--- config.mk ---
export PLATFORM = sky130hd
export DESIGN_NAME = byte_encode_stream
export DESIGN_NICKNAME = d
export VERILOG_FILES = /design/src/rtl/byte_encode_stream.sv
export SDC_FILE = /design/constraint.sdc
export NUM_CORES = 1
export LEC_CHECK = 0
export CORE_ASPECT_RATIO = 1.5
export CORE_MARGIN = 2
export CORE_UTILIZATION = 55
export DETAILED_ROUTE_END_ITERATION = 8
export PLACE_DENSITY = 0.76
export SETUP_SLACK_MARGIN = 0.15
export SLEW_MARGIN = 20
export SYNTH_ARGS = -nofsm -noshare
export SYNTH_HDL_FRONTEND = slang
export SYNTH_SLANG_ARGS = --single-unit
--- constraint.sdc ---
create_clock -name clk_i -period 3.75 [get_ports clk_i]
set_input_delay 0.75 -clock clk_i [delete_from_list [all_inputs] [get_ports clk_i]]
set_output_delay 0.75 -clock clk_i [all_outputs]
set_load 0.1 [all_outputs]
--- src/rtl/byte_encode_stream.sv ---
// Streaming ByteEncode_d packer: d-bit coefficients in, LSB-first byte stream out; a byte is valid the cycle after the push that completes it.
// Byte backpressure holds byte_o stable and stalls coefficient intake through the fill>=8 gate, so nothing is dropped.
module byte_encode_stream #(
  parameter int N_COEFFS = 256,
  parameter int D_MAX    = 12,
  parameter int ACC_W    = D_MAX + 7
) (
  input  logic             clk_i,
  input  logic             rst_ni,
  input  logic             start_i,
  input  logic [3:0]       d_i,
  input  logic             coeff_valid_i,
  input  logic [D_MAX-1:0] coeff_i,
  output logic             coeff_ready_o,
  output logic             byte_valid_o,
  output logic [7:0]       byte_o,
  output logic             byte_last_o,
  input  logic             byte_ready_i,
  output logic             busy_o,
  output logic             done_o,
  output logic             err_o
);

  localparam int FW = $clog2(ACC_W + 1);
  localparam int CW = $clog2(N_COEFFS + 1);
  localparam int BW = $clog2(N_COEFFS * D_MAX / 8 + 1);

  typedef enum logic [1:0] {IDLE, RUN, DONE} state_t;

  state_t           state;
  state_t           state_nx;
  logic [ACC_W-1:0] acc;
  logic [FW-1:0]    fill;
  logic [CW-1:0]    coeff_cnt;
  logic [BW-1:0]    byte_cnt;
  logic [3:0]       d_q;
  logic             err_q;

  logic             d_legal;
  logic             start_ok;
  logic             push;
  logic             pop;
  logic [BW-1:0]    last_idx;
  logic [D_MAX-1:0] coeff_m;
  logic [ACC_W-1:0] acc_base;
  logic [ACC_W-1:0] acc_ins;
  logic [FW-1:0]    ins_pos;
  logic [FW-1:0]    fill_nx;

  assign d_legal  = (d_i != 4'd0) && (d_i <= 4'(D_MAX));
  assign start_ok = (state == IDLE) && start_i && d_legal;
  assign last_idx = BW'(N_COEFFS / 8) * BW'(d_q) - BW'(1);

  assign coeff_ready_o = (state == RUN) && (fill < FW'(8)) && (coeff_cnt < CW'(N_COEFFS));
  assign byte_valid_o  = (state == RUN) && (fill >= FW'(8));
  assign byte_o        = acc[7:0];
  assign byte_last_o   = byte_valid_o && (byte_cnt == last_idx);
  assign busy_o        = (state == RUN);
  assign done_o        = (state == DONE);
  assign err_o         = err_q;

  assign push = coeff_valid_i && coeff_ready_o;
  assign pop  = byte_valid_o && byte_ready_i;

  // A pop shifts the accumulator first, so a simultaneous push lands at fill-8.
  assign coeff_m  = coeff_i & ~({D_MAX{1'b1}} << d_q);
  assign acc_base = pop ? (acc >> 8) : acc;
  assign ins_pos  = pop ? (fill - FW'(8)) : fill;
  assign acc_ins  = push ? (ACC_W'(coeff_m) << ins_pos) : '0;
  assign fill_nx  = fill + (push ? FW'(d_q) : FW'(0)) - (pop ? FW'(8) : FW'(0));

  always_ff @(posedge clk_i or negedge rst_ni) begin
    if (!rst_ni) begin
      state <= IDLE;
    end else begin
      state <= state_nx;
    end
  end

  always_comb begin
    state_nx = state;
    case (state)
      IDLE:    if (start_ok) state_nx = RUN;
      RUN:     if (pop && byte_last_o) state_nx = DONE;
      DONE:    state_nx = IDLE;
      default: state_nx = IDLE;
    endcase
  end

  always_ff @(posedge clk_i or negedge rst_ni) begin
    if (!rst_ni) begin
      acc       <= '0;
      fill      <= '0;
      coeff_cnt <= '0;
      byte_cnt  <= '0;
      d_q       <= '0;
      err_q     <= 1'b0;
    end else begin
      err_q <= (state == IDLE) && start_i && !d_legal;
      if (start_ok) begin
        d_q       <= d_i;
        acc       <= '0;
        fill      <= '0;
        coeff_cnt <= '0;
        byte_cnt  <= '0;
      end else if (state == RUN) begin
        acc  <= acc_base | acc_ins;
        fill <= fill_nx;
        if (push) coeff_cnt <= coeff_cnt + CW'(1);
        if (pop)  byte_cnt  <= byte_cnt + BW'(1);
      end
    end
  end

endmodule

==> flow_summary.json <==
{
  "combPwrFrac_pct": 61.1,
  "drt_iter0_drc": 237,
  "grt_overflow": 0,
  "hpwl_um": 5800,
  "p_seq_share_pct": 29.4,
  "switching_share_pct": 51.0,
  "synth_flop_cell": "dfrtp_1",
  "synth_xor_area_share_pct": 5.37,
  "drtAntennaViolNets": 0,
  "min_path_type": "primary input to asynchronous set/reset pin",
  "p_leak_nw": 1.60,
  "grt_use_met2_pct": 46.7,
  "cts_hold_buf": 0,
  "final.fill_count": 548,
  "fin_crit_sh_pct": 79.6,
  "cp_cell_sequence": "clkdlybuf4s50_1, and4bb_2, a31o_2, inv_1, fa_1, ha_1, o21ai_0, nand2b_1, xnor2_1, o21bai_1, a22o_1",
  "yosysMostFrequentCell": "dfrtp_1",
  "p_per_area_nw_per_um2": 884,
  "syn_area_um2": 3260,
  "firstDrtPassIters": 4,
  "p_int_mw": 1.58,
  "synth_seq_cells": 49,
  "routabilityCongestion": 0.940,
  "start_util_pct": 56.4,
  "grt_first_pass_wirelength_um": 13300,
  "post-route-min-period_ns": 2.99,
  "fmax_mhz": 335,
  "cp.required_ns": 3.94,
  "power_mw": 3.23,
  "cts_buffers": 5,
  "synth_compound_area_share_pct": 19.0,
  "relSlewSlack_pct": 34.6,
  "cts_root_buf": "clkbuf_8",
  "grt_usage_pct": 26.0,
  "layout-drive-gt1-share_pct": 9.66,
  "die_h_um": 98.4,
  "drv_cap": 0,
  "core_um2": 5790,
  "multiInputGateArea_um2": 1820,
  "worst-setup-path-type": "primary input to flip-flop",
  "grt_pass1_vias": 2828,
  "n_antenna_cell": 0,
  "dieArea_um2": 6580,
  "synth_area_leader_cell": "dfrtp_1",
  "setup_tns_ns": 0,
  "crit_slowest_cell": "fa_1",
  "fp.dieW_um": 66.9,
  "cts_num_sinks": 49,
  "h-tree-depth": 2,
  "start_kind": "primary input",
  "clk_pin_slew_ns": 0.09,
  "grt.busiest_layer": "met2",
  "wire_per_inst_um": 17.1,
  "yosys_warnings": 0,
  "worstSetupEndpointType": "flip-flop",
  "skew_ns": 0.0105,
  "viasPerCell": 6.04,
  "synth_edf_count": 0,
  "drcViolationCount": 0,
  "synth_top_family_by_area": "simple AND/OR/NAND/NOR gates",
  "hold_ws_ns": 0.452,
  "placed_cell_area_um2": 3570,
  "synthSimpleGateAreaFrac_pct": 19.5,
  "worstMarginPinSlew_ns": 0.978,
  "dr_total_vias": 2748,
  "synth.avg_cell_area_um2": 8.99,
  "switchingPower_mw": 1.65,
  "synth_cell_types": 55,
  "postCtsResizedCells": 0,
  "synth_fa_ha_area_share_pct": 5.60,
  "io_buffers": 34,
  "grt_max_degree": 50,
  "synth.area.top_cells": "dfrtp_1 38%, ha_1 5.0%, nand2_1 4.9%, o21ai_0 3.5%, nor2_1 3.4%",
  "ir_worst_vdd_uv": 645,
  "critPathArrivalTime_ns": 3.17,
  "grt_use_met3_pct": 3.46,
  "slew_viol_final": 0,
  "rsz0062_at_grt": "no",
  "max_stage_delay_ns": 0.43,
  "clockBufferDepth": 2,
  "nets": 417,
  "drt_wl_total_um": 7760,
  "synth-seq-area-share_pct": 37.6,
  "seq_area_um2": 1230,
  "setup-violations-final": 0,
  "fin_util_pct": 63.2,
  "num_rows": 34,
  "status": "complete, no violations",
  "met1_usage_pct": 30.5,
  "async_flop_share_pct": 100,
  "synth_cells": 363,
  "post_cts_buffers": 0,
  "antenna_found_initial": 0,
  "synthTopCellsByCount": "49 x dfrtp_1, 43 x nand2_1, 30 x nor2_1, 23 x o21ai_0, 14 x inv_1",
  "ios": 35,
  "synth_fp_nets": 398,
  "muxShareOfSynthArea_pct": 6.02,
  "yosys.area.top_type_share_pct": 37.6,
  "clockPowerShare_pct": 9.5,
  "area_delta_synth_final_pct": 12.0,
  "final_hold_viol_count": 0,
  "design_area_um2": 3650,
  "r2r_cells": 15,
  "insertion_delay_ns": 0.30,
  "cp_max_fo": 3,
  "cts_tree": "built"
}
-- power groups by stage --
stage	clock network [mW]	registers, mW	logic, mW
after floorplan	0	0.806	1.69
final	0.307	0.948	1.97
after CTS	0.316	0.945	1.97
after global placement	0	0.952	1.92
after global routing	0.338	0.979	2.17
after detailed placement	0	0.955	1.95
-- stage by stage --
step,setup WS (ns),cells
3_5_place_dp,0.457,447
3_3_place_gp,0.549,447
4_1_cts,0.769,455
2_1_floorplan,0.250,363
5_1_grt,0.525,455
6_report,0.763,455
-- cell families (layout without fill, tap and decap cells) --
group                      Yosys count  count (layout)
DFF                                 49              49
AOI/OAI and AO/OA                   91              91
buffers and inverters               45              65
xor gates and xnor gates            20              20
muxes                               18              18
and+or+nand+nor                    126             126
adders and majority gates           14              14
-- cell usage in the layout (no fill, tap or decap), types with 5 or more instances in the layout --
cell             synthesis  routed
clkdlybuf4s50_1          0      29
mux2_2                   9       9
ha_1                    13      13
a22o_1                   5       5
xor2_1                  12      12
o21ai_0                 23      23
o31ai_1                  6       6
xnor2_1                  8       8
nor2b_1                  6       6
a21oi_1                 11      10
mux2i_1                  8       8
a22oi_1                 13      13
inv_1                   14      14
nor2_1                  30      30
clkbuf_8                 0       5
nand2_1                 43      43
buf_4                    9      11
dfrtp_1                 49      49
and2_1                   5       5
nand4_1                  8       8
nand2b_1                 6       6
o22ai_1                  9       9
-- worst max-delay path, delay by kind of cell --
family | cells | cell delay [ns]
xor gates and xnor gates | 1 | 0.18
adders and majority gates | 2 | 0.76
buffers and inverters | 2 | 0.52
and+or+nand+nor | 2 | 0.32
AOI/OAI and AO/OA | 4 | 0.64
-- flip-flops by register name (all words and copies together) (netlist names) --
name	flops
acc	19
byte_cnt	9
coeff_cnt	9
d_q	4
err_o	1
fill	5
state	2
-- per-layer routing --
metal / vias up / routed length (um) / part of all wire, %
met3: 21 / 291 / 3.8
met5: - / 0 / 0
met1: 1319 / 2960 / 38
met4: 0 / 233 / 3.0
met2: 82 / 4280 / 55
li1: 1326 / - / -
-- path summary, 6_finish.rpt --
| path | from | endpoint | slack (ns) |
|---|---|---|---|
| worst max-delay path | byte_ready_i | fill[4] | 0.76 |
| worst min-delay path | rst_ni | acc[0] | 0.45 |
| worst max register to register | fill[3] | fill[4] | 0.78 |
| worst min register to register | acc[15] | acc[15] | 0.50 |
| max in group asynchronous | rst_ni | fill[4] | 2.87 |
| min in group clk_i | acc[15] | acc[15] | 0.50 |
-- final cells by class --
type,instances,share of cell area (%)
sequential,49,33.6
multi-input combinational,269,49.7
inverter,17,1.81
clock inverter,1,0.205
tap,72,2.46
timing repair buffer,40,10.2
clock buffer,7,2.09
Note: power is estimated with default switching activity, not from simulation.
==> edit, RTL diff (same flow settings) <==
Change the parameter `N_COEFFS` from 256 to 1024.
--- a/src/rtl/byte_encode_stream.sv
+++ b/src/rtl/byte_encode_stream.sv
@@ -2,5 +2,5 @@
 // Byte backpressure holds byte_o stable and stalls coefficient intake through the fill>=8 gate, so nothing is dropped.
 module byte_encode_stream #(
-  parameter int N_COEFFS = 256,
+  parameter int N_COEFFS = 1024,
   parameter int D_MAX    = 12,
   parameter int ACC_W    = D_MAX + 7
Behaviour: no difference found for any inputs over 10 cycles, from zero or initial values and one cycle with rst_ni low; that may be too few to reach the edited logic, so the function may still have changed.
==> edit against the unedited design <==
Setup slack worse by 0.015 ns. Area after synthesis is 9.5% higher. Power is 0.85% lower. Final area is 8.1% higher. Register-to-register slack worse by 0.03 ns. Sequential cell count is 4 higher. Wire length is 17% higher. Count of clock-buffer cells in the layout is 1 lower. Critical path type is now reg2reg. Critical endpoint unchanged. Largest power group unchanged. Highest routed layer unchanged.
==> edit: results <==
set metrics [dict create \
    drt_pre_antenna_iters 4 \
    status "finished, final reports clean" \
    fin_skew_ns 0.00814 \
    ys.warnings.count 0 \
    synth_nets 457 \
    clockRootBuffer "clkbuf_8" \
    grtUsageTotal_pct 26.4 \
    place_area_sq_mm 0.00387 \
    async_reset_ff_share_pct 100 \
    holdCritPathClass "reg2reg" \
    nets 471 \
    crit_path_max_incr_delay_ns 0.45 \
    top_layer "met4" \
    layout-drive-gt1-share_pct 6.41 \
    synth_cell_types 60 \
    ir_worst_vdd_mv 0.597 \
    diodes 0 \
    largestRegisters "acc x19, byte_cnt x11, coeff_cnt x11" \
    leakage_nw 1.69 \
    pre_cts_ws_ns 0.624 \
    crit_family "adder cells" \
    cts_buffer_depth 2 \
    grt_max_degree 38 \
    cp.arrival_ns 3.19 \
    ctsResizeCount 0 \
    first_iter_violations 191 \
    grt_pass1_wl_um 15000 \
    timing.slew.headroom_pct 29.7 \
    routed_wl_um 9060 \
    fillers 586 \
    clkTransAtPathRegs_ns 0.10 \
    seq_area_frac_synth_pct 37.1 \
    antenna_found_initial 0 \
    p_sw_share_pct 50.9 \
    grt-ovfl-total 0 \
    dp_hpwl_um 6770 \
    grt_pass1_vias 3150 \
    slowest_stage "dfrtp_1" \
    cts_buffers 5 \
    crit_fanout 7 \
    netlist_top_cells_area "dfrtp_1 (37%), nand2_1 (5.3%), ha_1 (4.6%), nor2_1 (4.2%), o21ai_0 (3.2%)" \
    insertion_delay_ns 0.31 \
    met3_length_um 299 \
    io_buffers 34 \
    gp_congestion 0.962 \
    synth_common_cells "dfrtp_1 (53), nand2_1 (50), nor2_1 (40), o21ai_0 (23), nand3_1 (20)" \
    cts_setup_buffers 0 \
    met1Wirelength_um 3550 \
    wl_met2_um 4880 \
    avgViaCountPerCell 6.19 \
    cts.htree.levels 2 \
]
-- edit: cell types whose count changed in the layout (fill, tap and decap cells not counted), moves of 5 or more --
cell	change
a21oi_1	+9
a22oi_1	-6
mux2_2	-7
nand2_1	+7
nand3_1	+16
nor2_1	+10
nor3_1	+10
o211ai_1	+5
o21ai_1	+5
or3_1	+5
-- edit: area by class of cell --
| class | instances | share of cell area [%] |
|---|---|---|
| clock inverters | 2 | 0.348 |
| repair buffers | 39 | 9.18 |
| multi-input cells | 319 | 51.0 |
| well taps | 76 | 2.41 |
| inverters | 18 | 1.71 |
| clock buffers | 6 | 1.84 |
| flip-flops and latches | 53 | 33.6 |
-- edit: cells by family (layout without fill, tap and decap cells) --
| kind of cell | Yosys count | in the layout | synth area share (%) |
|---|---|---|---|
| compound gates | 113 | 113 | 21.2 |
| xor+xnor | 22 | 22 | 5.39 |
| fa+ha+maj | 14 | 14 | 5.11 |
| buf+inv | 50 | 65 | 6.68 |
| flops | 53 | 53 | 37.1 |
| mux | 12 | 12 | 3.99 |
| simple gates | 158 | 158 | 20.5 |
-- edit: worst paths after layout --
| kind | depth (start not counted) | from | slack [ns] | to |
|---|---|---|---|---|
| min in group asynchronous | 1 | rst_ni | 0.53 | acc[7]$_DFFE_PN0P_ |
| worst max-delay path | 12 | fill[3]$_DFFE_PN0P_ | 0.75 | fill[4]$_DFFE_PN0P_ |
| worst min register to register | 1 | acc[13]$_DFFE_PN0P_ | 0.49 | acc[13]$_DFFE_PN0P_ |
| max in group asynchronous | 2 | rst_ni | 2.45 | coeff_cnt[2]$_DFFE_PN0P_ |
| worst max register to register | 12 | fill[3]$_DFFE_PN0P_ | 0.75 | fill[4]$_DFFE_PN0P_ |
| worst min-delay path | 1 | acc[13]$_DFFE_PN0P_ | 0.49 | acc[13]$_DFFE_PN0P_ |
-- edit: routing by layer --
layer	vias up	GRT usage, %
met3	23	2.64
met1	1531	29.9
met4	0	13.0
li1	1536	-
met2	87	49.3
met5	-	0
-- edit: per-stage QoR --
| stage | utilization [%] | cells |
|---|---|---|
| 2_1_floorplan | - | 422 |
| 3_3_place_gp | 60.4 | 505 |
| 3_5_place_dp | 60.4 | 505 |
| 4_1_cts | 61.8 | 513 |
| 5_1_grt | 61.8 | 513 |
| 6_report | 61.8 | 513 |
-- edit: power groups by stage --
stage	clock, W	sequential [W]	combinational [W]
finish	0.000330	0.000975	0.00190
global route	0.000351	0.00100	0.00208
CTS	0.000335	0.000968	0.00188
detailed placement	0	0.000979	0.00188
global placement	0	0.000971	0.00184
floorplan	0	0.000844	0.00162
